[src/rtl/sysu_tdm_pkg.sv]
// Shared types and sizing helpers for the 4-slot TDM receiver that sits behind a
// 74LS153 dual 4-to-1 mux.
package sysu_tdm_pkg;

   typedef enum logic {
      ST_IDLE = 1'b0,
      ST_SCAN = 1'b1
   } tdm_state_t;

   localparam int SLOTS  = 4;
   localparam int SLOT_W = 2;

   // Hold counter width: ceil(log2(HOLD)) bits, never narrower than one bit.
   function automatic int cnt_width(input int hold);
      return (hold <= 1) ? 1 : $clog2(hold);
   endfunction

endpackage

[src/rtl/sysu_tdm_demux4_if.sv]
// Mux-side signal bundle: select/enable drive, mux outputs back in, and the
// reconstructed parallel words out.
interface sysu_tdm_demux4_if;

   logic       en;
   logic       sel_a;
   logic       sel_b;
   logic       e1_n;
   logic       e2_n;
   logic       y1;
   logic       y2;
   logic [3:0] q1;
   logic [3:0] q2;
   logic       valid;
   logic       busy;

   modport master (
      input  en, y1, y2,
      output sel_a, sel_b, e1_n, e2_n, q1, q2, valid, busy
   );

   modport slave (
      output en, y1, y2,
      input  sel_a, sel_b, e1_n, e2_n, q1, q2, valid, busy
   );

endinterface

[src/rtl/sysu_tdm_slot_cnt.sv]
// Hold/slot counter: counts HOLD cycles per slot, strobes on the last one and
// advances the 2-bit slot index modulo 4.
module sysu_tdm_slot_cnt
   import sysu_tdm_pkg::*;
#(
   parameter int HOLD = 1
) (
   input  logic              clk,
   input  logic              rst,
   input  logic              i_clr,
   input  logic              i_en,
   output logic [SLOT_W-1:0] o_slot,
   output logic              o_stb
);

   localparam int                CNT_W    = cnt_width(HOLD);
   localparam logic [CNT_W-1:0]  CNT_LAST = CNT_W'(HOLD - 1);

   logic [CNT_W-1:0]  r_cnt;
   logic [SLOT_W-1:0] r_slot;
   logic              w_at_last;

   assign w_at_last = (r_cnt == CNT_LAST);
   assign o_stb     = i_en && w_at_last;
   assign o_slot    = r_slot;

   always_ff @(posedge clk) begin
      if (rst || i_clr) begin
         r_cnt  <= '0;
         r_slot <= '0;
      end else if (i_en) begin
         if (w_at_last) begin
            r_cnt  <= '0;
            r_slot <= r_slot + SLOT_W'(1);
         end else begin
            r_cnt  <= r_cnt + CNT_W'(1);
         end
      end
   end

endmodule

[src/rtl/sysu_tdm_demux4.sv]
// Scans the four mux slots, samples Y1/Y2 per slot and delivers the rebuilt
// D1/D2 words with a one-cycle valid pulse once all four slots are captured.
module sysu_tdm_demux4
   import sysu_tdm_pkg::*;
#(
   parameter int HOLD = 1
) (
   input  logic                      clk,
   input  logic                      rst,
   sysu_tdm_demux4_if.master         bus
);

   localparam logic [0:0]        S_IDLE    = 1'(ST_IDLE);
   localparam logic [0:0]        S_SCAN    = 1'(ST_SCAN);
   localparam logic [SLOT_W-1:0] SLOT_LAST = SLOT_W'(SLOTS - 1);

   logic [0:0]        r_state;
   logic [2:0]        r_sh1;
   logic [2:0]        r_sh2;
   logic [3:0]        r_q1;
   logic [3:0]        r_q2;
   logic              r_valid;

   logic              w_run;
   logic              w_stb;
   logic              w_last;
   logic              w_clr;
   logic [SLOT_W-1:0] w_slot;

   assign w_run  = (r_state == S_SCAN);
   assign w_last = w_stb && (w_slot == SLOT_LAST);
   // Counter is held at slot 0 whenever the next cycle will not be scanning.
   assign w_clr  = !w_run || (!bus.en && !w_last) || (w_last && !bus.en);

   sysu_tdm_slot_cnt #(
      .HOLD (HOLD)
   ) u_slot_cnt (
      .clk    (clk),
      .rst    (rst),
      .i_clr  (w_clr),
      .i_en   (w_run),
      .o_slot (w_slot),
      .o_stb  (w_stb)
   );

   always_ff @(posedge clk) begin
      if (rst) begin
         r_state <= S_IDLE;
      end else if (!w_run) begin
         r_state <= bus.en ? S_SCAN : S_IDLE;
      end else if (w_last) begin
         r_state <= bus.en ? S_SCAN : S_IDLE;
      end else if (!bus.en) begin
         r_state <= S_IDLE;
      end
   end

   always_ff @(posedge clk) begin
      if (rst || !w_run) begin
         r_sh1 <= '0;
         r_sh2 <= '0;
      end else if (w_stb) begin
         case (w_slot)
            2'd0:    begin r_sh1[0] <= bus.y1; r_sh2[0] <= bus.y2; end
            2'd1:    begin r_sh1[1] <= bus.y1; r_sh2[1] <= bus.y2; end
            2'd2:    begin r_sh1[2] <= bus.y1; r_sh2[2] <= bus.y2; end
            default: ;
         endcase
      end
   end

   // Slot 3 comes straight from the mux so the word is complete on this edge.
   always_ff @(posedge clk) begin
      if (rst) begin
         r_q1    <= '0;
         r_q2    <= '0;
         r_valid <= 1'b0;
      end else begin
         r_valid <= w_run && w_last;
         if (w_run && w_last) begin
            r_q1 <= {bus.y1, r_sh1};
            r_q2 <= {bus.y2, r_sh2};
         end
      end
   end

   assign bus.sel_a = w_slot[0];
   assign bus.sel_b = w_slot[1];
   assign bus.e1_n  = !w_run;
   assign bus.e2_n  = !w_run;
   assign bus.busy  = w_run;
   assign bus.q1    = r_q1;
   assign bus.q2    = r_q2;
   assign bus.valid = r_valid;

endmodule

[src/flat_wrapper.sv]
// flat-port wrapper written by rule: the top's interface ports become plain ports
module sysu_tdm_demux4_flat import sysu_tdm_pkg::*;
#(
   parameter int HOLD = 1
)
  (clk, rst, bus_en, bus_y1, bus_y2, bus_sel_a, bus_sel_b, bus_e1_n, bus_e2_n, bus_q1, bus_q2, bus_valid, bus_busy);
  sysu_tdm_demux4_if bus_i ();
  input  logic clk;
  input  logic rst;
  input wire logic [$bits(bus_i.en)-1:0] bus_en;
  input wire logic [$bits(bus_i.y1)-1:0] bus_y1;
  input wire logic [$bits(bus_i.y2)-1:0] bus_y2;
  output wire logic [$bits(bus_i.sel_a)-1:0] bus_sel_a;
  output wire logic [$bits(bus_i.sel_b)-1:0] bus_sel_b;
  output wire logic [$bits(bus_i.e1_n)-1:0] bus_e1_n;
  output wire logic [$bits(bus_i.e2_n)-1:0] bus_e2_n;
  output wire logic [$bits(bus_i.q1)-1:0] bus_q1;
  output wire logic [$bits(bus_i.q2)-1:0] bus_q2;
  output wire logic [$bits(bus_i.valid)-1:0] bus_valid;
  output wire logic [$bits(bus_i.busy)-1:0] bus_busy;
  assign bus_i.en = bus_en;
  assign bus_i.y1 = bus_y1;
  assign bus_i.y2 = bus_y2;
  assign bus_sel_a = bus_i.sel_a;
  assign bus_sel_b = bus_i.sel_b;
  assign bus_e1_n = bus_i.e1_n;
  assign bus_e2_n = bus_i.e2_n;
  assign bus_q1 = bus_i.q1;
  assign bus_q2 = bus_i.q2;
  assign bus_valid = bus_i.valid;
  assign bus_busy = bus_i.busy;
  sysu_tdm_demux4 #(.HOLD(HOLD)) u_core (.clk(clk), .rst(rst), .bus(bus_i));
endmodule
[config.mk]
export PLATFORM = sky130hd
export DESIGN_NAME = sysu_tdm_demux4_flat
export DESIGN_NICKNAME = d
export VERILOG_FILES = /design/src/rtl/sysu_tdm_pkg.sv /design/src/rtl/sysu_tdm_demux4_if.sv /design/src/rtl/sysu_tdm_slot_cnt.sv /design/src/rtl/sysu_tdm_demux4.sv /design/src/flat_wrapper.sv
export SDC_FILE = /design/constraint.sdc
export NUM_CORES = 1
export LEC_CHECK = 0
export ABC_AREA = 1
export CAP_MARGIN = 10
export CORE_MARGIN = 2
export CORE_UTILIZATION = 40
export CTS_BUF_LIST = sky130_fd_sc_hd__clkbuf_2
export DETAILED_ROUTE_END_ITERATION = 8
export GPL_TIMING_DRIVEN = 1
export MAX_ROUTING_LAYER = met4
export PLACE_DENSITY_LB_ADDON = 0.12
export SYNTH_ARGS = -nofsm -noshare
export SYNTH_HDL_FRONTEND = slang
export SYNTH_HIERARCHICAL = 1
export SYNTH_SLANG_ARGS = --single-unit
[constraint.sdc]
create_clock -name clk -period 1.2 [get_ports clk]
set_clock_uncertainty 0.05 [all_clocks]
set_input_delay 0.24 -clock clk [delete_from_list [all_inputs] [get_ports clk]]
set_output_delay 0.24 -clock clk [all_outputs]
set_load 0.03 [all_outputs]
==> key figures, run 1 <==
Run status
  – Outcome: finished, final reports clean

Routing
  – Vias: 690
  – Vias/cell: approximately 4.3
  – DR iter-0 viols: 6
  – Wire length per cell: ~9 um
  – Detail Route Antenna Nets: 0
  – Total Wirelength: 1450 um
  – DRC: 0
  – DRT Pass-1 Iters: 5

Yosys
  – Syn Inst Count: around 110
  – Ys Warns: 6
  – Post-synthesis cell type count: 12
  – Post-synth top area cell: dfxtp_1
  – Syn_area_per_cell: 6.80 um2
  – Synthesized area: approximately 740 um2
  – Seq/Total Area, Yosys: 48.6%
  – Flip-flop and latch count after synthesis: 18
  – Top post-synthesis cells by area: dfxtp_1 (49%), nor2_1 (16%), nand2_1 (16%)
  – Syn Nets: 114
  – Yosys top cell area share: 48.6%

Floorplan
  – Total die area: 0.00221 mm2
  – Site Rows: 15
  – Die width: 47.0 um
  – Starting Density: a little over two fifths
  – Die Y: between 40 and 50 um
  – I/O pins: 19
  – Core area: 0.00173 mm2

Setup path
  – CP Cell Sequence: inv_2 -> buf_6
  – Worst-path fanout max: 4
  – Reg2Reg Setup Slack: 0.03 ns
  – Crit path launch type: flop
  – CP required: 0.91 ns
  – Crit. End Element: primary output
  – Crit path DAT: 0.88 ns
  – Cell family with most CP delay: flip-flops
  – Worst path max stage delay: slightly below 0.4 ns
  – Bufs and invs on worst path: 2
  – Slowest cell on crit path: dfxtp_4
  – Crit Path Category: reg -> out

STA
  – Fin crit share: a little over nine tenths
  – Final Worst Setup Slack: 0.0272 ns
  – Fmax: 853 MHz
  – Count of final hold-check violations: 0
  – Slew @ Worst Pin: a little under 0.4 ns
  – Final setup viols: 0
  – Setup TNS Final: 0 ns
  – Tmin final: 1.17 ns
  – Hold_ws: about 0.41 ns
  – Slew Viols, Final: 0
  – RSZ-0062 raised after global routing: yes
  – Slew HR: roughly three quarters

Clock network
  – # clock sinks: 18
  – Total CTS buffers: 3
  – CTS tree: built
  – CTS root buf: clkbuf_2
  – Clock-pin slew on the worst setup and hold paths: 0.15 ns
  – # H-tree levels: 1
  – Clock Latency Late Sink: 0.30 ns
  – CTS Buffer Depth: 2

Power and ir drop
  – Power Dens Cells: 883 mW/mm2
  – Peak VDD IR: about 500 uV
  – Leakage power: roughly 0.50 nW

Run
  – Max Cap Viol: 0

Final layout
  – Fin nets: 142
  – Most common cell after layout, fill and taps aside: nor2_1
  – Fin util: 61.8%
  – Layout cell share with drive strength beyond 1: 29.4%
  – Area delta synth->final: 44.1%
  – Commonest cells after routing, fill and taps aside: nor2_1 (32), nand2_1 (23), dfxtp_1 (15)
  – Filler cells: 182
  – Antenna cells: 0

GRT
  – First-pass GRT wire length: 2200 um
  – Initial antenna violation count: 0
  – Total GRT Usage: 15.2%
  – Vias in the first global route: around 500
  – GRT overflow: 0
  – Largest net degree at the start of global routing: 17

Placed design
  – PortBufs: 18
  – RePlAce Congestion: 0.793
  – DP HPWL: 977 um
  – Setup slack at placement: -0.143 ns

Min path
  – Hold Crit Class: in -> reg
[report_power, final]
group,switching (W),total (W),internal (W)
registers,0.00000417,0.000601,0.000596
logic,0.0000501,0.0000922,0.0000422
clock network,0.000177,0.000250,0.0000724
total,0.000232,0.000943,0.000711
[cells by family (layout without fill, tap and decap cells)]
family | count (synthesis) | in the layout | synth area share (%)
AO/OA/AOI/OAI | 3 | 3 | 2.03
buffers and inverters | 16 | 43 | 10.1
flip-flops | 18 | 18 | 48.6
AND/OR/NAND/NOR | 72 | 72 | 39.2
[per-layer routing]
metal	GRT usage, %	part of all wire, %
met1	20.0	46
met4	10.0	1.3
met3	4.62	3.9
met5	-	0
met2	19.7	49
[per-stage QoR]
step | power (W) | cells | area (um2)
finish | 0.000943 | 161 | 1070
global placement | 0.000692 | 153 | 942
detailed placement | 0.000693 | 153 | 942
floorplan | 0.000661 | 109 | 753
CTS | 0.000955 | 158 | 982
global route | 0.000994 | 161 | 1070
[sequential cells by signal (all words and copies together) (netlist names)]
register	cells
u_core/bus.q1	4
u_core/bus.q2	4
u_core/r_sh1	3
u_core/r_sh2	3
u_core/u_slot_cnt/o_slot	2
u_core/bus.busy	1
u_core/bus.valid	1
[final cells by class]
cell class,count,area (um2),share of cell area (%)
clock inverter,1,3.75,0.352
tap,25,31.3,2.93
multi-input combinational,75,345,32.4
timing repair buffer,26,251,23.6
inverter,13,48.8,4.57
clock buffer,3,15.0,1.41
sequential,18,372,34.8
[synthesized netlist by cell type]
cell and instances:
nand2_2 1, dfxtp_1 18, nor2_1 32, nor3_1 1, inv_1 13, nor2_2 1
nand2_1 31, nor2_4 1, buf_6 1, nand3_1 5, buf_4 2, a21oi_1 3
[path summary, 6_finish.rpt]
path / endpoint / from / cells after the start
worst max-delay path: bus_e2_n / u_core/bus.busy / 2
worst min-delay path: u_core/bus.busy / bus_en / 3
worst max register to register: u_core/bus.q1[0] / u_core/bus.busy / 7
worst min register to register: u_core/bus.q2[3] / u_core/bus.q2[3] / 2
[what timing repair did]
item / CTS / global route
buffers inserted: 2 / 2
setup endpoints to repair: 5 / 12
gates resized for setup: 5 / 14
gates cloned: 0 / 1
hold buffers: 0 / 0
pin swaps: 0 / 2
hold endpoints to repair: 0 / 0
[tightest hold or removal path: cells and delay by family]
family	cells	cell delay, ns
buf+inv	2	0.46
simple gates	1	0.03
No activity file was read; power rests on OpenSTA's default activity.
==> inputs of run 2 (changes only) <==
--- a/config.mk
+++ b/config.mk
@@ -8,7 +8,7 @@
 export ABC_AREA = 1
 export CAP_MARGIN = 10
 export CORE_MARGIN = 2
-export CORE_UTILIZATION = 40
+export CORE_UTILIZATION = 44
 export CTS_BUF_LIST = sky130_fd_sc_hd__clkbuf_2
 export DETAILED_ROUTE_END_ITERATION = 8
 export GPL_TIMING_DRIVEN = 1
==> run 2 against run 1 <==
The run now ends with negative setup slack left; global-route usage rose by 0.86 points; fmax down 2.9%; largest power group unchanged; register-to-register slack better by 0.03 ns.
==> key figures, run 2 (synthesized netlist as in run 1, its figures left out) <==
GRT
  – Vias in the first global route: 541
  – GRT overflow: 0
  – Initial antenna violation count: 0
  – Largest net degree at the start of global routing: 17
  – First-pass GRT wire length: 2290 um
  – Total GRT Usage: ~16%

Power and ir drop
  – Logic pwr share: between 9 and 10%
  – Switching Share: 24.1%
  – Power Dens Cells: around 940 mW/mm2
  – Internal power: 0.000713 W
  – Sw Pwr: 0.000227 W
  – Leakage power: 0.461 nW
  – Peak VDD IR: 632 uV
  – Register share of total power: 63.9%
  – Tot Pwr: 0.000940 W
  – Clock Power Share: 26.3%

Final layout
  – Layout cell share with drive strength beyond 1: 24.3%
  – Antenna cells: 0
  – Commonest cells after routing, fill and taps aside: nor2_1 (32), nand2_1 (30), buf_4 (17)
  – Area delta synth->final: 35.0%
  – Fin util: 64.9%
  – Most common cell after layout, fill and taps aside: nor2_1
  – Fin nets: 142
  – Post-Layout Cell Count: 152

Setup path
  – Crit path launch type: flop
  – Worst-path fanout max: 4
  – CP required: 0.91 ns
  – Crit Path Category: reg -> out
  – Reg-to-reg startpoint: u_core/bus.busy
  – Cell family with most CP delay: flip-flops
  – Worst path max stage delay: between 0.3 and 0.4 ns
  – Crit. End Element: primary output
  – Slowest cell on crit path: dfxtp_4
  – Worst reg-to-reg path cell count: 7
  – R2r endpoint: u_core/bus.q2[3]
  – Crit path DAT: 0.92 ns
  – Most used cell, CP: buf_6
  – CP Cell Sequence: buf_6 -> buf_6
  – Reg2Reg Setup Slack: ~0.060 ns
  – Bufs and invs on worst path: 2

Clock network
  – Hold-fix buffers at CTS: 0
  – CTS Buffer Depth: 2
  – Total CTS buffers: 3
  – CTS root buf: clkbuf_2
  – Clock Latency Late Sink: 0.29 ns
  – Clock-pin slew on the worst setup and hold paths: about 0.16 ns
  – # clock sinks: 18
  – CTS tree: built
  – # H-tree levels: 1

STA
  – RSZ-0062 raised after global routing: yes
  – Fmax: 828 MHz
  – Tmin final: between 1 and 1.5 ns
  – Final Worst Setup Slack: -0.00830 ns
  – Count of final hold-check violations: 0
  – Slew Viols, Final: 0
  – Slew HR: 77.2%
  – Fin crit share: 101%
  – Setup TNS Final: -0.00830 ns
  – Final setup viols: 1
  – Slew @ Worst Pin: ~0.34 ns

Run status
  – Outcome: finished, violations left
  – Violations in the final reports: negative setup slack

Routing
  – Vias/cell: 4.59
  – Vias: between 600 and 700
  – DR iter-0 viols: 31
  – Detail Route Antenna Nets: 0
  – DRC: 0
  – Wire length per cell: 9.38 um
  – Total Wirelength: 1430 um
  – DRT Pass-1 Iters: 5

Floorplan
  – Site Rows: 14
  – Starting Density: 48.1%
  – Die Y: 45.0 um
  – I/O pins: 19
  – Die width: around 45 um
  – Core area: roughly 0.0015 mm2
  – Total die area: 0.00203 mm2

Placed design
  – PortBufs: 18
  – Setup slack at placement: -0.121 ns
  – DP HPWL: 963 um
  – RePlAce Congestion: 0.781
  – Dpl cells: about 140

Min path
  – Hold Path Depth: 3
  – Hold endpoint: u_core/bus.busy
  – Worst Min Path Start: bus_en
  – Hold Crit Class: in -> reg

Run
  – Max Cap Viol: 0
run 2: per-layer routing:
metal	vias to the layer above	global-route usage (%)	part of all wire [%]
li1	377	-	-
met1	293	19.2	45
met2	24	24.9	46
met3	4	3.60	6.9
met4	0	8.82	2.1
met5	-	-	0
run 2: cell type report:
| cell class | count | area, um2 |
|---|---|---|
| sequential | 18 | 372 |
| tap | 16 | 20.0 |
| multi-input combinational | 75 | 308 |
| inverter | 13 | 48.8 |
| clock buffer | 3 | 15.0 |
| timing repair buffer | 26 | 233 |
| clock inverter | 1 | 3.75 |
| fill | 144 | 542 |
run 2: through the flow:
step | hold WS [ns] | instance area, um2
2_1_floorplan | 0.252 | 753
3_3_place_gp | 0.413 | 923
3_5_place_dp | 0.424 | 923
4_1_cts | 0.405 | 980
5_1_grt | 0.453 | 1000
6_report | 0.421 | 1000
run 2: timing repair:
item	CTS	global route
pin swaps	0	1
endpoints found under the setup margin	3	13
resized for setup	5	2
buffers inserted	3	2
gates cloned	0	0
run 2: worst register-to-register path: cells and delay by family (launching register included):
kind	cells	cell delay, ns
flip-flops	1	0.40
buffers and inverters	2	0.27
AND/OR/NAND/NOR	5	0.33
run 2: how the worst max path moves through the flow:
stage	from	to	slack [ns]	depth (start not counted)
final	u_core/bus.busy	bus_busy	-0.008	2
after global routing	u_core/bus.busy	bus_busy	-0.05	2
after CTS	u_core/bus.busy	bus_busy	-0.02	2
after detailed placement	rst	u_core/r_sh2[0]	-0.12	4
after global placement	rst	u_core/r_sh1[0]	-0.09	4
after floorplan	u_core/bus.busy	u_core/bus.q1[3]	0.003	7
run 2: power by group through the flow:
stage / registers [W] / clock network [W] / logic [W]
final: 0.000600 / 0.000247 / 0.0000923
after global routing: 0.000601 / 0.000276 / 0.000100
after CTS: 0.000602 / 0.000258 / 0.0000906
after detailed placement: 0.000617 / 0 / 0.0000745
after global placement: 0.000617 / 0 / 0.0000735
after floorplan: 0.000620 / 0 / 0.0000403
==> inputs of run 3 (changes only) <==
--- a/config.mk
+++ b/config.mk
@@ -14,6 +14,7 @@
 export GPL_TIMING_DRIVEN = 1
 export MAX_ROUTING_LAYER = met4
 export PLACE_DENSITY_LB_ADDON = 0.12
+export REMOVE_ABC_BUFFERS = 1
 export SYNTH_ARGS = -nofsm -noshare
 export SYNTH_HDL_FRONTEND = slang
 export SYNTH_HIERARCHICAL = 1
==> run 3 against run 2 <==
Combinational power rose by 3.3%; clock power barely moved; the flow still finishes with violations (negative setup slack); critical endpoint unchanged; sequential cell count did not move; setup slack improved by 0.0064 ns.
==> key figures, run 3 (synthesized netlist as in run 1, its figures left out) <==
Setup path
  – Most used cell, CP: buf_6
  – Worst-path fanout max: 4
  – CP Cell Sequence: buf_6 -> buf_6
  – Slowest cell on crit path: dfxtp_4
  – Crit. End Element: primary output
  – Worst path max stage delay: 0.38 ns
  – CP required: just over 0.9 ns
  – Crit path launch type: flop
  – Crit Path Category: reg -> out
  – Crit path DAT: 0.91 ns

Placed design
  – DP HPWL: 1050 um
  – PortBufs: 18
  – RePlAce Congestion: between 0.7 and 0.8
  – Dpl cells: 147
  – Setup slack at placement: -0.176 ns
  – Placed inst area: 945 um2

Final layout
  – Filler cells: 154
  – Post-Layout Cell Count: 153
  – Commonest cells after routing, fill and taps aside: nor2_1 (32), nand2_1 (30), dfxtp_1 (15)
  – Area delta synth->final: 39.2%
  – Antenna cells: 0
  – Layout cell share with drive strength beyond 1: 25.5%
  – Final instance area: 0.00103 mm2
  – Fin nets: 143
  – Most common cell after layout, fill and taps aside: nor2_1

Routing
  – Wire length per cell: between 10 and 15 um
  – Detail Route Antenna Nets: 0
  – Vias: 686
  – DRT Pass-1 Iters: 4
  – Vias/cell: 4.48
  – Total Wirelength: between 1500 and 2000 um
  – DR iter-0 viols: 5
  – DRC: 0

STA
  – RSZ-0062 raised after global routing: yes
  – Slew @ Worst Pin: 0.423 ns
  – Slew Viols, Final: 0
  – Final setup viols: 1
  – Fmax: 832 MHz
  – Final Worst Setup Slack: -0.00194 ns
  – Count of final hold-check violations: 0
  – Tmin final: about 1.2 ns
  – Setup TNS Final: -0.00194 ns
  – Slew HR: 71.7%
  – Fin crit share: 100%

Run status
  – Outcome: finished, violations left
  – Violations in the final reports: negative setup slack

GRT
  – Initial antenna violation count: 0
  – Largest net degree at the start of global routing: 13
  – First-pass GRT wire length: roughly 2400 um
  – GRT overflow: 0
  – Vias in the first global route: just under 600
  – Total GRT Usage: between 10% and 20%

Clock network
  – Clock Latency Late Sink: 0.28 ns
  – Total CTS buffers: 3
  – Clock-pin slew on the worst setup and hold paths: 0.16 ns
  – # H-tree levels: 1
  – CTS root buf: clkbuf_2
  – # clock sinks: 18
  – CTS tree: built
  – CTS Buffer Depth: 2
  – Hold-fix buffers at CTS: 0

Floorplan
  – Site Rows: 14
  – Die width: 45.0 um
  – Die Y: between 40 and 50 um
  – I/O pins: 19
  – Total die area: 0.00203 mm2
  – Core area: roughly 0.0015 mm2
  – Starting Density: 48.1%

Power and ir drop
  – Leakage power: 0.470 nW
  – Tot Pwr: 0.000945 W
  – Power Dens Cells: 917 mW/mm2
  – Peak VDD IR: roughly 550 uV

Run
  – Max Cap Viol: 0

Min path
  – Hold Crit Class: reg -> reg
## run 3: changes by cell type in the layout (fill, tap and decap cells not counted), sizes merged
cell  delta
buf      +1
## run 3: cell type report
type	instances	area, um2	area share [%]
Clock inverter	1	3.75	0.364
Inverter	13	48.8	4.73
Clock buffer	3	15.0	1.46
Multi-Input combinational cell	75	313	30.3
Tap cell	16	20.0	1.94
Timing Repair Buffer	27	259	25.1
Sequential cell	18	372	36.0
## run 3: metal layers
metal	wire length, um	GRT usage, %
met3	67	3.60
met4	17	7.06
met2	804	28.3
met5	0	-
met1	652	20.0
## run 3: metrics by stage
stage / hold slack [ns] / util (%)
global placement: 0.412 / 61.3
global route: 0.455 / 66.9
detailed placement: 0.421 / 61.3
CTS: 0.426 / 64.7
floorplan: 0.261 / -
finish: 0.443 / 66.9
## run 3: worst paths after layout
kind	start	endpoint	slack (ns)	cells after the start
max	u_core/bus.busy	bus_busy	-0.002	2
min	u_core/bus.q2[2]	u_core/bus.q2[2]	0.44	2
max reg2reg	u_core/bus.busy	u_core/bus.q1[3]	0.06	7
min reg2reg	u_core/bus.q2[2]	u_core/bus.q2[2]	0.44	2
## run 3: worst max-delay path, delay by kind of cell (launching register included)
kind     cells  cell delay (ns)
buf+inv      2             0.25
flops        1             0.38
## run 3: where the power goes
part,switching (W),internal (W),total (W)
combinational,0.0000509,0.0000444,0.0000953
clock,0.000178,0.0000725,0.000250
sequential,0.00000326,0.000596,0.000600
total,0.000232,0.000713,0.000945
## run 3: what timing repair did
item	in CTS	in global routing
gates resized for setup	10	8
buffers inserted	3	1
setup endpoints to repair	5	12
